--- config.mk ---
export PLATFORM = sky130hd
export DESIGN_NAME = window_scheduler_flat
export DESIGN_NICKNAME = d
export VERILOG_FILES = /design/src/rtl/window_scheduler_if.sv /design/src/rtl/window_scheduler.sv /design/src/flat_wrapper.sv
export SDC_FILE = /design/constraint.sdc
export NUM_CORES = 1
export LEC_CHECK = 0
export CAP_MARGIN = 20
export CORE_UTILIZATION = 40
export DETAILED_ROUTE_END_ITERATION = 16
export GPL_ROUTABILITY_DRIVEN = 0
export PLACE_DENSITY = 0.62
export SLEW_MARGIN = 40
export SYNTH_ARGS = -nofsm -noshare
export SYNTH_HDL_FRONTEND = slang
export SYNTH_SLANG_ARGS = --single-unit
--- constraint.sdc ---
create_clock -name clock -period 5.75 [get_ports clock]
set_clock_uncertainty 0.2 [all_clocks]
set_input_delay 1.15 -clock clock [delete_from_list [all_inputs] [get_ports clock]]
set_output_delay 1.15 -clock clock [all_outputs]
set_load 0.005 [all_outputs]
--- src/rtl/window_scheduler_if.sv ---
// Control interface between the window scheduler, its input/output FIFOs and the
// line-buffer/operator datapath.
interface window_scheduler_if;
    // A pop happens on every cycle fifo_in_rd_en is high; it is only raised while
    // fifo_in_empty is low. A write happens on every cycle fifo_out_wr_en is high;
    // it is only raised while fifo_out_full is low. Neither side waits for an ack.
    logic fifo_in_empty;
    logic fifo_in_rd_en;
    logic fifo_out_full;
    logic fifo_out_wr_en;
    logic shift_en;
    logic pad_sel;
    logic op_en;

    modport master (
        input  fifo_in_empty,
        input  fifo_out_full,
        output fifo_in_rd_en,
        output fifo_out_wr_en,
        output shift_en,
        output pad_sel,
        output op_en
    );

    modport slave (
        output fifo_in_empty,
        output fifo_out_full,
        input  fifo_in_rd_en,
        input  fifo_out_wr_en,
        input  shift_en,
        input  pad_sel,
        input  op_en
    );
endinterface

--- src/rtl/window_scheduler.sv ---
// Raster scheduler for a zero-padded sliding-window filter: pops pixels, injects pads,
// stalls, and writes only fully formed windows. Optional stats: WINDOW_SCHEDULER_STATS_EN.
module window_scheduler #(
    parameter int IMG_WIDTH   = 720,
    parameter int IMG_HEIGHT  = 540,
    parameter int WINDOW_SIZE = 3,
    parameter int OP_LATENCY  = 1,
    parameter int CW          = 13
) (
    input  logic                      clock,
    input  logic                      reset,
    input  logic                      start,
    window_scheduler_if.master        sched,
    output logic                      busy,
    output logic                      frame_done,
    output logic [1:0]                state_dbg
`ifdef WINDOW_SCHEDULER_STATS_EN
    ,
    output logic [15:0]               frame_count,
    output logic [31:0]               stall_count
`endif
);

    localparam int P = WINDOW_SIZE / 2;

    localparam logic [CW-1:0] X_LAST   = CW'(IMG_WIDTH + 2 * P - 1);
    localparam logic [CW-1:0] Y_LAST   = CW'(IMG_HEIGHT + 2 * P - 1);
    localparam logic [CW-1:0] INT_LO   = CW'(P);
    localparam logic [CW-1:0] X_INT_HI = CW'(IMG_WIDTH + P - 1);
    localparam logic [CW-1:0] Y_INT_HI = CW'(IMG_HEIGHT + P - 1);
    localparam logic [CW-1:0] EMIT_LO  = CW'(2 * P);

    typedef enum logic [1:0] {
        S_IDLE   = 2'd0,
        S_FILL   = 2'd1,
        S_STREAM = 2'd2,
        S_DRAIN  = 2'd3
    } state_t;

    state_t                state;
    state_t                state_nxt;
    logic [CW-1:0]         px;
    logic [CW-1:0]         py;
    logic [OP_LATENCY-1:0] vld;
    logic [OP_LATENCY-1:0] vld_nxt;
    logic                  done_nxt;

    logic vld_last;
    logic adv;
    logic active;
    logic interior;
    logic emits;
    logic at_first_emit;
    logic at_last;
    logic step;

    assign vld_last      = vld[OP_LATENCY-1];
    // A pending result that cannot be written freezes the whole operator pipeline.
    assign adv           = !(vld_last && sched.fifo_out_full);
    assign active        = (state == S_FILL) || (state == S_STREAM);
    assign interior      = (px >= INT_LO) && (px <= X_INT_HI) &&
                           (py >= INT_LO) && (py <= Y_INT_HI);
    assign emits         = (px >= EMIT_LO) && (py >= EMIT_LO);
    assign at_first_emit = (px == EMIT_LO) && (py == EMIT_LO);
    assign at_last       = (px == X_LAST) && (py == Y_LAST);
    // Pads never wait on the input FIFO, but they cannot overtake a stalled pixel.
    assign step          = adv && active && (!interior || !sched.fifo_in_empty);
    assign vld_nxt       = adv ? ((vld << 1) | OP_LATENCY'(step && emits)) : vld;

    assign sched.fifo_in_rd_en  = step && interior;
    assign sched.shift_en       = step;
    assign sched.pad_sel        = step && !interior;
    assign sched.op_en          = adv && (state != S_IDLE);
    assign sched.fifo_out_wr_en = vld_last && !sched.fifo_out_full;

    assign state_dbg = state;

    always_ff @(posedge clock or negedge reset) begin
        if (!reset) begin
            state <= S_IDLE;
        end else begin
            state <= state_nxt;
        end
    end

    always_comb begin
        state_nxt = state;
        done_nxt  = 1'b0;
        case (state)
            S_IDLE: begin
                // The frame_done cycle is still IDLE but must not restart a frame.
                if (start && !frame_done) begin
                    state_nxt = S_FILL;
                end
            end
            S_FILL: begin
                if (step && at_last) begin
                    state_nxt = S_DRAIN;
                end else if (step && at_first_emit) begin
                    state_nxt = S_STREAM;
                end
            end
            S_STREAM: begin
                if (step && at_last) begin
                    state_nxt = S_DRAIN;
                end
            end
            S_DRAIN: begin
                if (adv && (vld_nxt == '0)) begin
                    state_nxt = S_IDLE;
                    done_nxt  = 1'b1;
                end
            end
            default: begin
                state_nxt = S_IDLE;
            end
        endcase
    end

    always_ff @(posedge clock or negedge reset) begin
        if (!reset) begin
            px <= '0;
            py <= '0;
        end else if (state == S_IDLE) begin
            px <= '0;
            py <= '0;
        end else if (step) begin
            if (px == X_LAST) begin
                px <= '0;
                py <= (py == Y_LAST) ? '0 : py + CW'(1);
            end else begin
                px <= px + CW'(1);
            end
        end
    end

    always_ff @(posedge clock or negedge reset) begin
        if (!reset) begin
            vld        <= '0;
            busy       <= 1'b0;
            frame_done <= 1'b0;
        end else begin
            vld        <= vld_nxt;
            busy       <= (state_nxt != S_IDLE);
            frame_done <= done_nxt;
        end
    end

`ifdef WINDOW_SCHEDULER_STATS_EN
    always_ff @(posedge clock or negedge reset) begin
        if (!reset) begin
            frame_count <= '0;
            stall_count <= '0;
        end else begin
            if (frame_done) begin
                frame_count <= frame_count + 16'd1;
            end
            if (active && !step && (stall_count != 32'hFFFF_FFFF)) begin
                stall_count <= stall_count + 32'd1;
            end
        end
    end
`endif

    a_pop_not_empty: assert property (@(posedge clock) disable iff (!reset)
        sched.fifo_in_rd_en |-> !sched.fifo_in_empty);
    a_write_not_full: assert property (@(posedge clock) disable iff (!reset)
        sched.fifo_out_wr_en |-> !sched.fifo_out_full);

endmodule
--- src/flat_wrapper.sv ---
// flat-port wrapper written by rule: the top's interface ports become plain ports
module window_scheduler_flat 
#(
    parameter int IMG_WIDTH   = 720,
    parameter int IMG_HEIGHT  = 540,
    parameter int WINDOW_SIZE = 3,
    parameter int OP_LATENCY  = 1,
    parameter int CW          = 13
)
  (clock, reset, start, busy, frame_done, state_dbg, sched_fifo_in_empty, sched_fifo_out_full, sched_fifo_in_rd_en, sched_fifo_out_wr_en, sched_shift_en, sched_pad_sel, sched_op_en);
  window_scheduler_if sched_i ();
  input  logic clock;
  input  logic reset;
  input  logic start;
  output logic busy;
  output logic frame_done;
  output logic [1:0] state_dbg;
  input wire logic [$bits(sched_i.fifo_in_empty)-1:0] sched_fifo_in_empty;
  input wire logic [$bits(sched_i.fifo_out_full)-1:0] sched_fifo_out_full;
  output wire logic [$bits(sched_i.fifo_in_rd_en)-1:0] sched_fifo_in_rd_en;
  output wire logic [$bits(sched_i.fifo_out_wr_en)-1:0] sched_fifo_out_wr_en;
  output wire logic [$bits(sched_i.shift_en)-1:0] sched_shift_en;
  output wire logic [$bits(sched_i.pad_sel)-1:0] sched_pad_sel;
  output wire logic [$bits(sched_i.op_en)-1:0] sched_op_en;
  assign sched_i.fifo_in_empty = sched_fifo_in_empty;
  assign sched_i.fifo_out_full = sched_fifo_out_full;
  assign sched_fifo_in_rd_en = sched_i.fifo_in_rd_en;
  assign sched_fifo_out_wr_en = sched_i.fifo_out_wr_en;
  assign sched_shift_en = sched_i.shift_en;
  assign sched_pad_sel = sched_i.pad_sel;
  assign sched_op_en = sched_i.op_en;
  window_scheduler #(.IMG_WIDTH(IMG_WIDTH), .IMG_HEIGHT(IMG_HEIGHT), .WINDOW_SIZE(WINDOW_SIZE), .OP_LATENCY(OP_LATENCY), .CW(CW)) u_core (.clock(clock), .reset(reset), .start(start), .sched(sched_i), .busy(busy), .frame_done(frame_done), .state_dbg(state_dbg));
endmodule
### Yosys cells after proc, flatten, opt, wreduce, memory -nomap -nowiden

Cells that the tools add are included.

| storage, ports and cells | value |
|---|---|
| flip-flop bits (word level) | 31 |
| input bits | 5 |
| output and inout port bits | 9 |
| logic and storage cells | 69 |

| cells by class | value |
|---|---|
| add/subtract/negate cells | 2 |
| $lt $le $gt $ge | 6 |
| equality and inequality tests | 7 |
| multiplexer cells | 16 |
| bitwise operators | 1 |
| reduce and logical (&&, ||, !) cells | 31 |

Operator list:

| cell | count |
|---|---|
| 13-bit 2-to-1 mux | 7 |
| 13-bit by 1-bit adder with 13-bit output, second input constant | 2 |
| 13-bit by 10-bit == test with 1-bit output, second input constant | 2 |
| 13-bit by 2-bit == test with 1-bit output, second input constant | 2 |
| 13-bit by 1-bit greater-or-equal comparator with 1-bit output, second input constant | 2 |
| 13-bit by 2-bit greater-or-equal comparator with 1-bit output, second input constant | 2 |
| 13-bit by 10-bit <= comparator with 1-bit output, second input constant | 2 |
| 1-bit logical AND | 18 |
| 2-bit 2-to-1 mux | 5 |
| 2-bit case mux with 4 select lines | 1 |
| 2-bit nonzero test | 4 |
| 1-bit zero test | 5 |
| 2-bit == test, second input constant | 2 |
| 1-bit 2-to-1 mux | 3 |
| 2-bit by 1-bit == test with 1-bit output, second input constant | 1 |
| 2-bit zero test | 1 |
| 1-bit logical OR | 2 |
| 2-bit AND reduction | 1 |
| 1-bit inverter | 1 |

### Longest topological paths before layout

Gate-level depths: netlist (run 1).

| logic depth | value |
|---|---|
| word-level depth | 14 |
| mapped depth | 10 |
| gate-level depth less buffers | 9 |

### Worst setup path after synthesis (run 1)

No wires, ideal clock.

| timing path | value |
|---|---|
| kind | register -> output |
| from | register u_core.px[1] |
| to | output sched_shift_en |
| data arrival time | 2.044 ns |
| data required time | 4.400 ns |
| setup slack | 2.356 ns |
| cell stages (with the launch flop) | 6 |
| path through | dfrtp_1 or4_1 a22o_1 or4b_4 o21ai_4 inv_4 |

| on the way | value |
|---|---|
| cells in the longest elaborated chain, start to end | 7 |
| elaborated cells on any way between the ends | 8 |

RTL lines:

| item | RTL line | source |
|---|---|---|
| from (decl) | window_scheduler.sv:42 | `logic [CW-1:0] px;` |
| from (signal assigned) | window_scheduler.sv:132 | `px <= px + CW'(1);` |
| 13-bit by 1-bit greater-or-equal comparator with 1-bit output or 13-bit by 10-bit <= comparator with 1-bit output (tied branches) | window_scheduler.sv:61 | `assign interior = (px >= INT_LO) && (px <= X_INT_HI) &&` |
| 1-bit logical AND (*) (2 in a row) | window_scheduler.sv:61 |  |
| 1-bit logical AND (*) | window_scheduler.sv:62 | `(py >= INT_LO) && (py <= Y_INT_HI);` |
| 1-bit zero test (*) | window_scheduler.sv:67 | `assign step = adv && active && (!interior \|\| !sched.fifo_in_empty);` |
| 1-bit logical OR (*) | window_scheduler.sv:67 |  |
| 1-bit logical AND (*) | window_scheduler.sv:67 |  |
| to (decl) | flat_wrapper.sv:22 | `output wire logic [$bits(sched_i.shift_en)-1:0] sched_shift_en;` |

Every way passes the cells marked *; elsewhere a longest branch is shown, timed or not.

### Worst setup path in the final report (run 1)

Ends and elaborated chain as after synthesis.

==> results of run 1 <==
==> cell families (layout without fill, tap and decap cells) <==
family	count (synthesis)	in the layout	share of synthesized area [%]
XOR/XNOR	2	2	0.770
AND/OR/NAND/NOR	134	134	33.9
buffers and inverters	25	37	4.95
flip-flops	31	31	34.1
adder cells (fa/ha/maj)	10	10	5.50
AO/OA/AOI/OAI	63	63	18.5
multiplexers	5	5	2.26
==> worst min-delay path by stage <==
stage	from	to	slack [ps]	cells after the start
floorplan	u_core.py[12]	u_core.py[12]	310	2
global placement	u_core.py[12]	u_core.py[12]	340	2
detailed placement	u_core.py[12]	u_core.py[12]	340	2
CTS	u_core.py[12]	u_core.py[12]	360	2
global route	u_core.py[12]	u_core.py[12]	390	2
finish	u_core.py[12]	u_core.py[12]	350	2
==> worst max-delay path, delay by kind of cell, from the launching register on <==
family / cells / cell delay (ps)
AOI/OAI and AO/OA: 2 / 790
DFF: 1 / 470
buffers and inverters: 2 / 570
and+or+nand+nor: 2 / 1140
==> cell type report <==
cell class | count | share of cell area, %
tap | 72 | 3.55
inverter | 15 | 2.32
clock buffer | 7 | 3.01
sequential | 31 | 30.6
timing repair buffer | 14 | 5.42
clock inverter | 1 | 0.197
multi-input combinational | 214 | 55.0
==> layer usage <==
layer | GRT usage (%) | vias up | part of all wire [%]
li1 | - | 1047 | -
met1 | 26.3 | 1032 | 50
met2 | 32.7 | 35 | 46
met3 | 3.18 | 7 | 3.5
met4 | 6.23 | 0 | 0.91
met5 | 0 | - | 0
==> placed cells by master (no fill, tap or decap), types with 7 or more instances in the layout <==
| master | count |
|---|---|
| a21oi_1 | 15 |
| and2_1 | 8 |
| and3_1 | 7 |
| clkdlybuf4s50_1 | 13 |
| dfrtp_1 | 31 |
| ha_1 | 9 |
| inv_1 | 14 |
| nand2_1 | 26 |
| nand3_1 | 12 |
| nand4_1 | 16 |
| nor2_1 | 15 |
| nor3_1 | 10 |
| o21ai_0 | 17 |
| or4_1 | 7 |
==> synth_stat cells (2+ instances only) <==
library cell | instances | share of area, %
a211oi_1 | 6 | 2.0
a21o_1 | 3 | 0.99
a21oi_1 | 15 | 3.3
a221o_1 | 3 | 1.3
a31o_2 | 2 | 0.77
a31oi_1 | 2 | 0.55
and2_1 | 8 | 2.2
and3_1 | 7 | 1.9
and4_1 | 6 | 2.3
and4b_1 | 2 | 0.88
buf_6 | 2 | 0.99
clkbuf_1 | 7 | 1.2
dfrtp_1 | 31 | 34
ha_1 | 10 | 5.5
inv_1 | 14 | 2.3
mux2i_1 | 4 | 1.8
nand2_1 | 26 | 4.3
nand2b_1 | 4 | 1.1
nand3_1 | 12 | 2.6
nand4_1 | 16 | 4.4
nand4b_1 | 2 | 0.77
nor2_1 | 15 | 2.5
nor3_1 | 10 | 2.2
nor4_1 | 5 | 1.4
o211ai_1 | 2 | 0.66
o21ai_0 | 17 | 3.7
o31ai_1 | 2 | 0.66
o32a_1 | 2 | 0.88
o32ai_1 | 2 | 0.77
or2_2 | 3 | 0.83
or3_1 | 5 | 1.4
or4_1 | 7 | 2.3
==> sequential cells by signal, indices dropped and copies added (netlist names) <==
| register | count |
|---|---|
| u_core.px | 13 |
| u_core.py | 13 |
| u_core.state_dbg | 2 |
| u_core.busy | 1 |
| u_core.frame_done | 1 |
| u_core.vld | 1 |
==> where the power goes <==
part | internal, mW | leakage, nW | switching (mW)
Combinational | 0.0665 | 0.589 | 0.0858
Clock | 0.0849 | 0.0422 | 0.0878
Sequential | 0.239 | 0.388 | 0.0376
Total | 0.391 | 1.02 | 0.211
==> through the flow <==
step           cells  total power, mW  util [%]  setup slack, ps  area (µm²)
5_1_grt          354            0.634      46.1              929        2540
2_1_floorplan    270            0.383         -             2360        2270
4_1_cts          354            0.603      46.0             1150        2530
6_report         354            0.602      46.1             1150        2540
3_5_place_dp     346            0.431      44.5             1460        2450
3_3_place_gp     346            0.432      44.5             1490        2450
==> out/qor.csv, run 1 <==
stage,metric,value,unit
status,status,"finished, final reports clean",
clocking,hold_buffers,0,
timing,final_hold_viol_count,0,
routing,wire_per_inst,15.8,µm
yosys,synth_warnings,0,
routing,ant_nets,0,
global_route,track_usage,19.8,%
critical_path,critical_path.slowest_cell,or4b_4,
routing,totalWireLength,5590,µm
critical_path,reg2reg_from,u_core.px[1],
job,maxCapViolCount,0,
clocking,numClockSinks,31,
finish,drive_above_1_share,7.09,%
timing,fin_crit_sh,80.1,%
clocking,cts_resized,0,
routing,drtIter0Drc,147,
global_route,grt_pass1_vias,1967,
timing,worst_pin_slew,740,ps
yosys,synth.ff_latch_count,31,
critical_path,worstPathCellList,"or4_1, a22o_1, or4b_4, o21ai_4, inv_4, clkdlybuf4s50_1",
yosys,synth_edf_count,0,
clocking,clkLatencyLatePin,290,ps
power_and_ir_drop,power.density,237,nW/µm²
global_route,grt_start_max_net_pins,32,
timing,grt_setup_unrepaired,false,
place,dp_hpwl,3920,µm
critical_path,cp-endpoint,sched_shift_en,
clocking,numCtsBuffers,5,
yosys,syn_inst,270,
finish,multi_input_area,1400,µm²
floorplan,start_util,41.3,%
timing,holdWs,353,ps
critical_path,reg2regPathDepth,7,
place,io_buffers,13,
clocking,clock_path_buffers,2,
floorplan,die_h,77.4,µm
floorplan,dieArea,5990,µm²
critical_path,rrSetupSlack,2270,ps
yosys,syn_nets,285,
yosys,async_reset_ff_share,100,%
finish,syn_to_final_growth,11.6,%
critical_path,slowest_delay,580,ps
clocking,cts.root.buffer_cell,clkbuf_8,
timing,maxClockFrequency,217,MHz
critical_path,path_class,register to output pin,
critical_path,worstPathRequired,4400,ps
floorplan,rows,27,
yosys,yosys.cell_types.count,50,
critical_path,start_kind,register,
finish,nNetsFinal,296,
critical_path,cp_max_fo,26,
global_route,grt_overflow,0,
critical_path,crit_path_start,u_core.px[1],
clocking,path_clk_slew,70,ps
critical_path,critPathCaptureType,output pin,
routing,drc,0,
clocking,cts_tree,yes,
timing,setup_viol,0,
power_and_ir_drop,vdd_drop_max,0.137,mV
finish,fill_cells,543,
yosys,synth.cell_area,2270,µm²
critical_path,cp.arrival,3250,ps
global_route,grt_pass1_wl,9450,µm
timing,setup_tns,0,ps
finish,seq_area,776,µm²
min_path,hp-class,register to register,
clocking,cts_setup_buffers,0,
floorplan,core_area,5510,µm²
floorplan,io_pins,14,
timing,min_period,4600,ps
timing,slew-limit-headroom,50.5,%
finish,diodes,0,
yosys,syn_area_per_cell,8.42,µm²
routing,dr.pass1.iters,4,
power_and_ir_drop,p_leak,1.02,nW
global_route,antenna_found_initial,0,
timing,slew_viol_final,0,
clocking,h-tree-depth,2,
yosys,yosysSeqAreaShare,34.1,%
floorplan,dieWidth,77.4,µm
yosys,ys.flop_type,dfrtp_1,
routing,vias,2121,
critical_path,timing.rr.end,u_core.py[1],
routing,routed_via_density,5.99,
Power figures use the tool's default switching activity.
==> inputs of run 2 (changes only) <==
==> constraint.sdc (replaced) <==
create_clock -name clock -period 4.31 [get_ports clock]
set_clock_uncertainty 0.2 [all_clocks]
set_input_delay 0.862 -clock clock [delete_from_list [all_inputs] [get_ports clock]]
set_output_delay 0.862 -clock clock [all_outputs]
set_load 0.005 [all_outputs]
==> run 2 against run 1 <==
Register-to-register slack got worse by 1100 ps. Die area did not move. Cell count rose by 1.4%. Design area rose by 2.1%. Flip-flop and latch count did not move. Total power rose by 40%. Wire length rose by 4.4%. Sequential share of layout area fell by 0.63 points. Combinational power rose by 41%. Critical path type unchanged.
==> out/qor.csv, run 2 (synthesis results as in run 1) <==
stage,metric,value,unit
critical_path,critPathCaptureType,output pin,
finish,syn_to_final_growth,14.0,%
finish,fill_cells,553,
place,dp_hpwl,4170,µm
global_route,track_usage,20.8,%
clocking,cts_resized,0,
power_and_ir_drop,vdd_drop_max,0.187,mV
power_and_ir_drop,power.density,324,nW/µm²
routing,totalWireLength,5840,µm
clocking,hold_buffers,0,
timing,slew-limit-headroom,53.7,%
floorplan,rows,27,
timing,setup_viol,0,
routing,drtIter0Drc,155,
clocking,h-tree-depth,2,
global_route,grt_pass1_vias,2036,
place,io_buffers,13,
routing,routed_via_density,6.04,
finish,layout_common_cells,"31 x dfrtp_1, 26 x nand2_1, 17 x o21ai_0",
timing,grt_setup_unrepaired,false,
timing,worst_pin_slew,688,ps
timing,fin_crit_sh,90.5,%
critical_path,start_kind,register,
clocking,cts_tree,yes,
critical_path,cp.arrival,2840,ps
floorplan,io_pins,14,
timing,maxClockFrequency,256,MHz
clocking,numClockSinks,31,
status,status,"finished, final reports clean",
routing,ant_nets,0,
floorplan,dieArea,5990,µm²
global_route,grt_overflow,0,
timing,final_hold_viol_count,0,
power_and_ir_drop,p_leak,1.06,nW
critical_path,critical_path.slowest_cell,or4b_4,
timing,min_period,3900,ps
critical_path,slowest_delay,570,ps
routing,vias,2170,
critical_path,cp_num_buf_inv,2,
timing,slew_viol_final,0,
global_route,grt_pass1_wl,9960,µm
critical_path,worstPathCellList,"or4_1, a22o_1, or4b_4, o21ai_4, inv_4, clkdlybuf4s50_1",
floorplan,start_util,41.3,%
finish,nNetsFinal,301,
clocking,clkLatencyLatePin,280,ps
critical_path,crit_family,simple AND/OR/NAND/NOR gates,
routing,dr.pass1.iters,5,
clocking,cts_setup_buffers,0,
clocking,numCtsBuffers,5,
finish,drive_above_1_share,8.71,%
min_path,hp-class,register to register,
clocking,cts.root.buffer_cell,clkbuf_8,
critical_path,cp_max_fo,9,
finish,diodes,0,
floorplan,die_h,77.4,µm
routing,drc,0,
clocking,clock_path_buffers,2,
job,maxCapViolCount,0,
finish,final_common_cell,dfrtp_1,
floorplan,core_area,5510,µm²
timing,setup_tns,0,ps
place,dpl.cell_count,351,
critical_path,path_class,register to output pin,
clocking,path_clk_slew,60,ps
routing,wire_per_inst,16.3,µm
finish,fin_cells,359,
global_route,grt_start_max_net_pins,32,
floorplan,dieWidth,77.4,µm
critical_path,worstPathRequired,3250,ps
global_route,antenna_found_initial,0,
run 2: final timing paths:
| kind | depth (start not counted) | start | slack [ps] | endpoint |
|---|---|---|---|---|
| setup / recovery | 6 | u_core.px[1] | 410 | sched_shift_en |
| hold reg to reg | 2 | u_core.py[12] | 340 | u_core.py[12] |
| min in group asynchronous | 2 | reset | 780 | u_core.py[3] |
| max in group asynchronous | 2 | reset | 2830 | u_core.px[12] |
| setup reg to reg | 6 | u_core.px[3] | 1150 | u_core.state_dbg[0] |
| hold / removal | 2 | u_core.py[12] | 340 | u_core.py[12] |
run 2: area by class of cell:
type	count	area (µm²)	area share, %
clock buffers	8	100	3.86
inverters	15	58.8	2.27
multi-input cells	214	1390	53.7
flip-flops and latches	31	776	29.9
well taps	72	90.1	3.47
repair buffers	19	175	6.76
run 2: power by group:
group          switching (mW)  internal, mW
combinational           0.123        0.0917
sequential             0.0504         0.319
clock                   0.110         0.146
total                   0.284         0.557
run 2: stage by stage:
step / power [mW] / utilization (%) / instance area (µm²) / worst slack (ps) / hold slack, ps
after detailed placement: 0.584 / 45.1 / 2490 / 715 / 337
final: 0.841 / 47.1 / 2590 / 411 / 344
after global placement: 0.578 / 45.1 / 2490 / 744 / 328
after global routing: 0.889 / 47.1 / 2590 / 315 / 384
after CTS: 0.842 / 47.0 / 2590 / 410 / 347
after floorplan: 0.511 / - / 2270 / 1200 / 310
run 2: tightest hold or removal path, stage by stage, from the launching register on:
cell	delay, ps
dfrtp_1	390
nand2_1	60
mux2i_1	60
run 2: metal layers:
metal  global-route usage, %  part of all wire, %  up-vias
met4                    5.47                  1.3        0
met2                    33.7                   47       48
met1                    28.3                   48     1053
met5                       0                    0        -
met3                    3.76                  4.2       11
li1                        -                    -     1058
==> inputs of run 3 (changes only) <==
--- a/config.mk
+++ b/config.mk
@@ -5,11 +5,13 @@
 export SDC_FILE = /design/constraint.sdc
 export NUM_CORES = 1
 export LEC_CHECK = 0
+export ABC_AREA = 1
 export CAP_MARGIN = 20
 export CORE_UTILIZATION = 40
 export DETAILED_ROUTE_END_ITERATION = 16
 export GPL_ROUTABILITY_DRIVEN = 0
 export PLACE_DENSITY = 0.62
+export SETUP_SLACK_MARGIN = 0.4
 export SLEW_MARGIN = 40
 export SYNTH_ARGS = -nofsm -noshare
 export SYNTH_HDL_FRONTEND = slang
==> run 3 against run 2 <==
Area after synthesis down 0.22%. Design area down 3.2%. Hold slack worse by 58 ps. Critical path depth up 4. First-iteration DRC count down 14%. Global-route usage down 2.4 points. Critical path type unchanged.
==> out/qor.csv, run 3 <==
stage,metric,value,unit
clocking,cts_setup_buffers,0,
floorplan,dieWidth,77.3,µm
finish,layout_common_cells,"75 x nand2_1, 53 x inv_1, 47 x nor2_1",
timing,final_hold_viol_count,0,
power_and_ir_drop,p_leak,1.25,nW
place,placedInstanceArea,2440,µm²
yosys,syn_inst,330,
finish,nNetsFinal,359,
clocking,cts_resized,0,
critical_path,rrSetupSlack,1650,ps
power_and_ir_drop,p_clk_share,15.8,%
critical_path,reg2reg_from,u_core.px[1],
timing,slew_viol_final,0,
global_route,grt_start_max_net_pins,32,
global_route,grt_overflow,0,
clocking,hold_buffers,0,
clocking,cts_tree,yes,
finish,drive_above_1_share,6.12,%
yosys,ys.flop_type,dfrtp_1,
power_and_ir_drop,cell_internal_pwr,0.713,mW
yosys,yosysSeqAreaShare,34.2,%
routing,routed_via_density,4.97,
power_and_ir_drop,power.density,532,nW/µm²
yosys,syn_nets,345,
timing,setup_viol,0,
global_route,track_usage,18.3,%
routing,wire_per_inst,11.9,µm
clocking,numClockSinks,31,
routing,vias,2062,
finish,syn_to_final_growth,10.5,%
floorplan,die_h,77.3,µm
yosys,synth_most_common_cell,nand2_1,
timing,fin_crit_sh,78.6,%
status,status,"finished, final reports clean",
critical_path,cp.depth,10,
clocking,h-tree-depth,2,
yosys,async_reset_ff_share,100,%
critical_path,timing.rr.end,u_core.py[2],
job,maxCapViolCount,0,
critical_path,start_kind,register,
timing,min_period,3390,ps
place,dp_hpwl,3640,µm
critical_path,crit_family,buffers and inverters,
clocking,clkLatencyLatePin,290,ps
critical_path,cp_max_fo,5,
clocking,numCtsBuffers,5,
yosys,synth.top_cells.by_count,"75 x nand2_1, 53 x inv_1, 47 x nor2_1, 31 x dfrtp_1, 21 x nand3_1",
floorplan,io_pins,14,
finish,design_area,2510,µm²
routing,dr.pass1.iters,4,
finish,fill_cells,584,
yosys,synth.cell_area,2270,µm²
power_and_ir_drop,p_comb_share,54.9,%
critical_path,critical_path.slowest_cell,clkdlybuf4s50_1,
critical_path,critPathCaptureType,output pin,
floorplan,core_area,5470,µm²
timing,setup_tns,0,ps
yosys,synth_edf_count,0,
finish,final_common_cell,nand2_1,
timing,maxClockFrequency,295,MHz
power_and_ir_drop,switching_share,46.5,%
min_path,holdPathStages,2,
global_route,grt_pass1_vias,1887,
min_path,holdCritStartpoint,u_core.py[10],
routing,ant_nets,0,
floorplan,dieArea,5980,µm²
critical_path,reg2regPathDepth,15,
finish,diodes,0,
critical_path,worstPathRequired,3250,ps
timing,worst_pin_slew,434,ps
floorplan,rows,27,
power_and_ir_drop,vdd_drop_max,0.323,mV
timing,slew-limit-headroom,71.1,%
critical_path,cp_num_buf_inv,3,
yosys,synth_top_area_share,34.2,%
yosys,synth.ff_latch_count,31,
power_and_ir_drop,netSwitchingPower,0.621,mW
yosys,syn_area_per_cell,6.88,µm²
yosys,yosys.cell_types.count,34,
critical_path,path_class,register to output pin,
floorplan,start_util,41.5,%
clocking,cts.root.buffer_cell,clkbuf_8,
global_route,grt_pass1_wl,8560,µm
critical_path,cp.arrival,2330,ps
routing,drtIter0Drc,134,
critical_path,slowest_delay,520,ps
power_and_ir_drop,seqPwrFrac,29.3,%
routing,totalWireLength,4930,µm
yosys,synth_warnings,0,
yosys,synth_area_leader_cell,dfrtp_1,
place,io_buffers,13,
min_path,hold_end,u_core.py[10],
power_and_ir_drop,power,1.33,mW
clocking,path_clk_slew,70,ps
yosys,synth.area.top_cells,"dfrtp_1 34%, nand2_1 12%, inv_1 8.8%",
global_route,antenna_found_initial,0,
routing,drc,0,
clocking,clock_path_buffers,2,
critical_path,worstPathCellList,"inv_1, ha_1, nor3b_1, nand2_1, nand3_1, nand2_1, nor2_1, inv_1, nor3_1, clkdlybuf4s50_1",
timing,grt_setup_unrepaired,false,
min_path,hp-class,register to register,
==> run 3: cell types whose count changed after synthesis, moves of 6 or more <==
cell,delta
and2_1,-8
nor2_1,+32
a211oi_1,-6
nand3_1,+9
and4_1,-6
nand2_1,+49
or4_1,-7
inv_1,+39
clkbuf_1,-6
and3_1,-7
==> run 3: cell type report <==
class,instances,area [µm²],share of cell area (%)
multi-input combinational,236,1220,48.7
clock buffer,6,72.6,2.89
timing repair buffer,14,138,5.49
inverter,56,210,8.38
tap,72,90.1,3.59
sequential,31,776,30.9
==> run 3: power groups by stage <==
stage               Combinational (mW)  Clock, mW  Sequential, mW
CTS                              0.736      0.217           0.391
floorplan                        0.555          0           0.386
global placement                 0.728          0           0.397
detailed placement               0.733          0           0.396
global route                     0.836      0.228           0.398
finish                           0.733      0.211           0.391
==> run 3: worst max-delay path by stage <==
stage	startpoint	end	slack [ps]
3_5_place_dp	sched_fifo_out_full	sched_shift_en	940
2_1_floorplan	u_core.py[1]	sched_fifo_in_rd_en	1860
5_1_grt	u_core.px[1]	sched_shift_en	730
4_1_cts	u_core.px[1]	sched_shift_en	930
6_report	u_core.px[1]	sched_fifo_in_rd_en	920
3_3_place_gp	sched_fifo_out_full	sched_shift_en	980
==> run 3: worst reg2reg max path: cells and delay by family, from the launching register on <==
family | cells | cell delay, ps
flip-flops | 1 | 440
adder cells (fa/ha/maj) | 1 | 160
AND/OR/NAND/NOR | 11 | 1370
buffers and inverters | 3 | 420
==> run 3: logic make-up after synthesis <==
kind of cell	count (synthesis)	synth area share (%)
buffers and inverters	63	12.0
DFF	31	34.2
adders and majority gates	10	5.51
and+or+nand+nor	183	36.8
AOI/OAI and AO/OA	38	9.59
xor gates and xnor gates	5	1.93
==> run 3: through the flow <==
step | worst slack, ps | instances | hold WS, ps | util (%)
floorplan | 1860 | 330 | 253 | -
global placement | 977 | 409 | 275 | 44.5
detailed placement | 945 | 409 | 282 | 44.5
CTS | 928 | 415 | 296 | 45.8
global route | 727 | 415 | 339 | 45.8
finish | 920 | 415 | 286 | 45.8
==> run 3: per-layer routing <==
metal / up-vias / GRT usage, % / wire (µm)
met4: 0 / 6.23 / 68
met1: 929 / 23.7 / 2400
met2: 43 / 29.8 / 2260
met5: - / 0 / 0
met3: 6 / 4.29 / 204
li1: 1084 / - / -
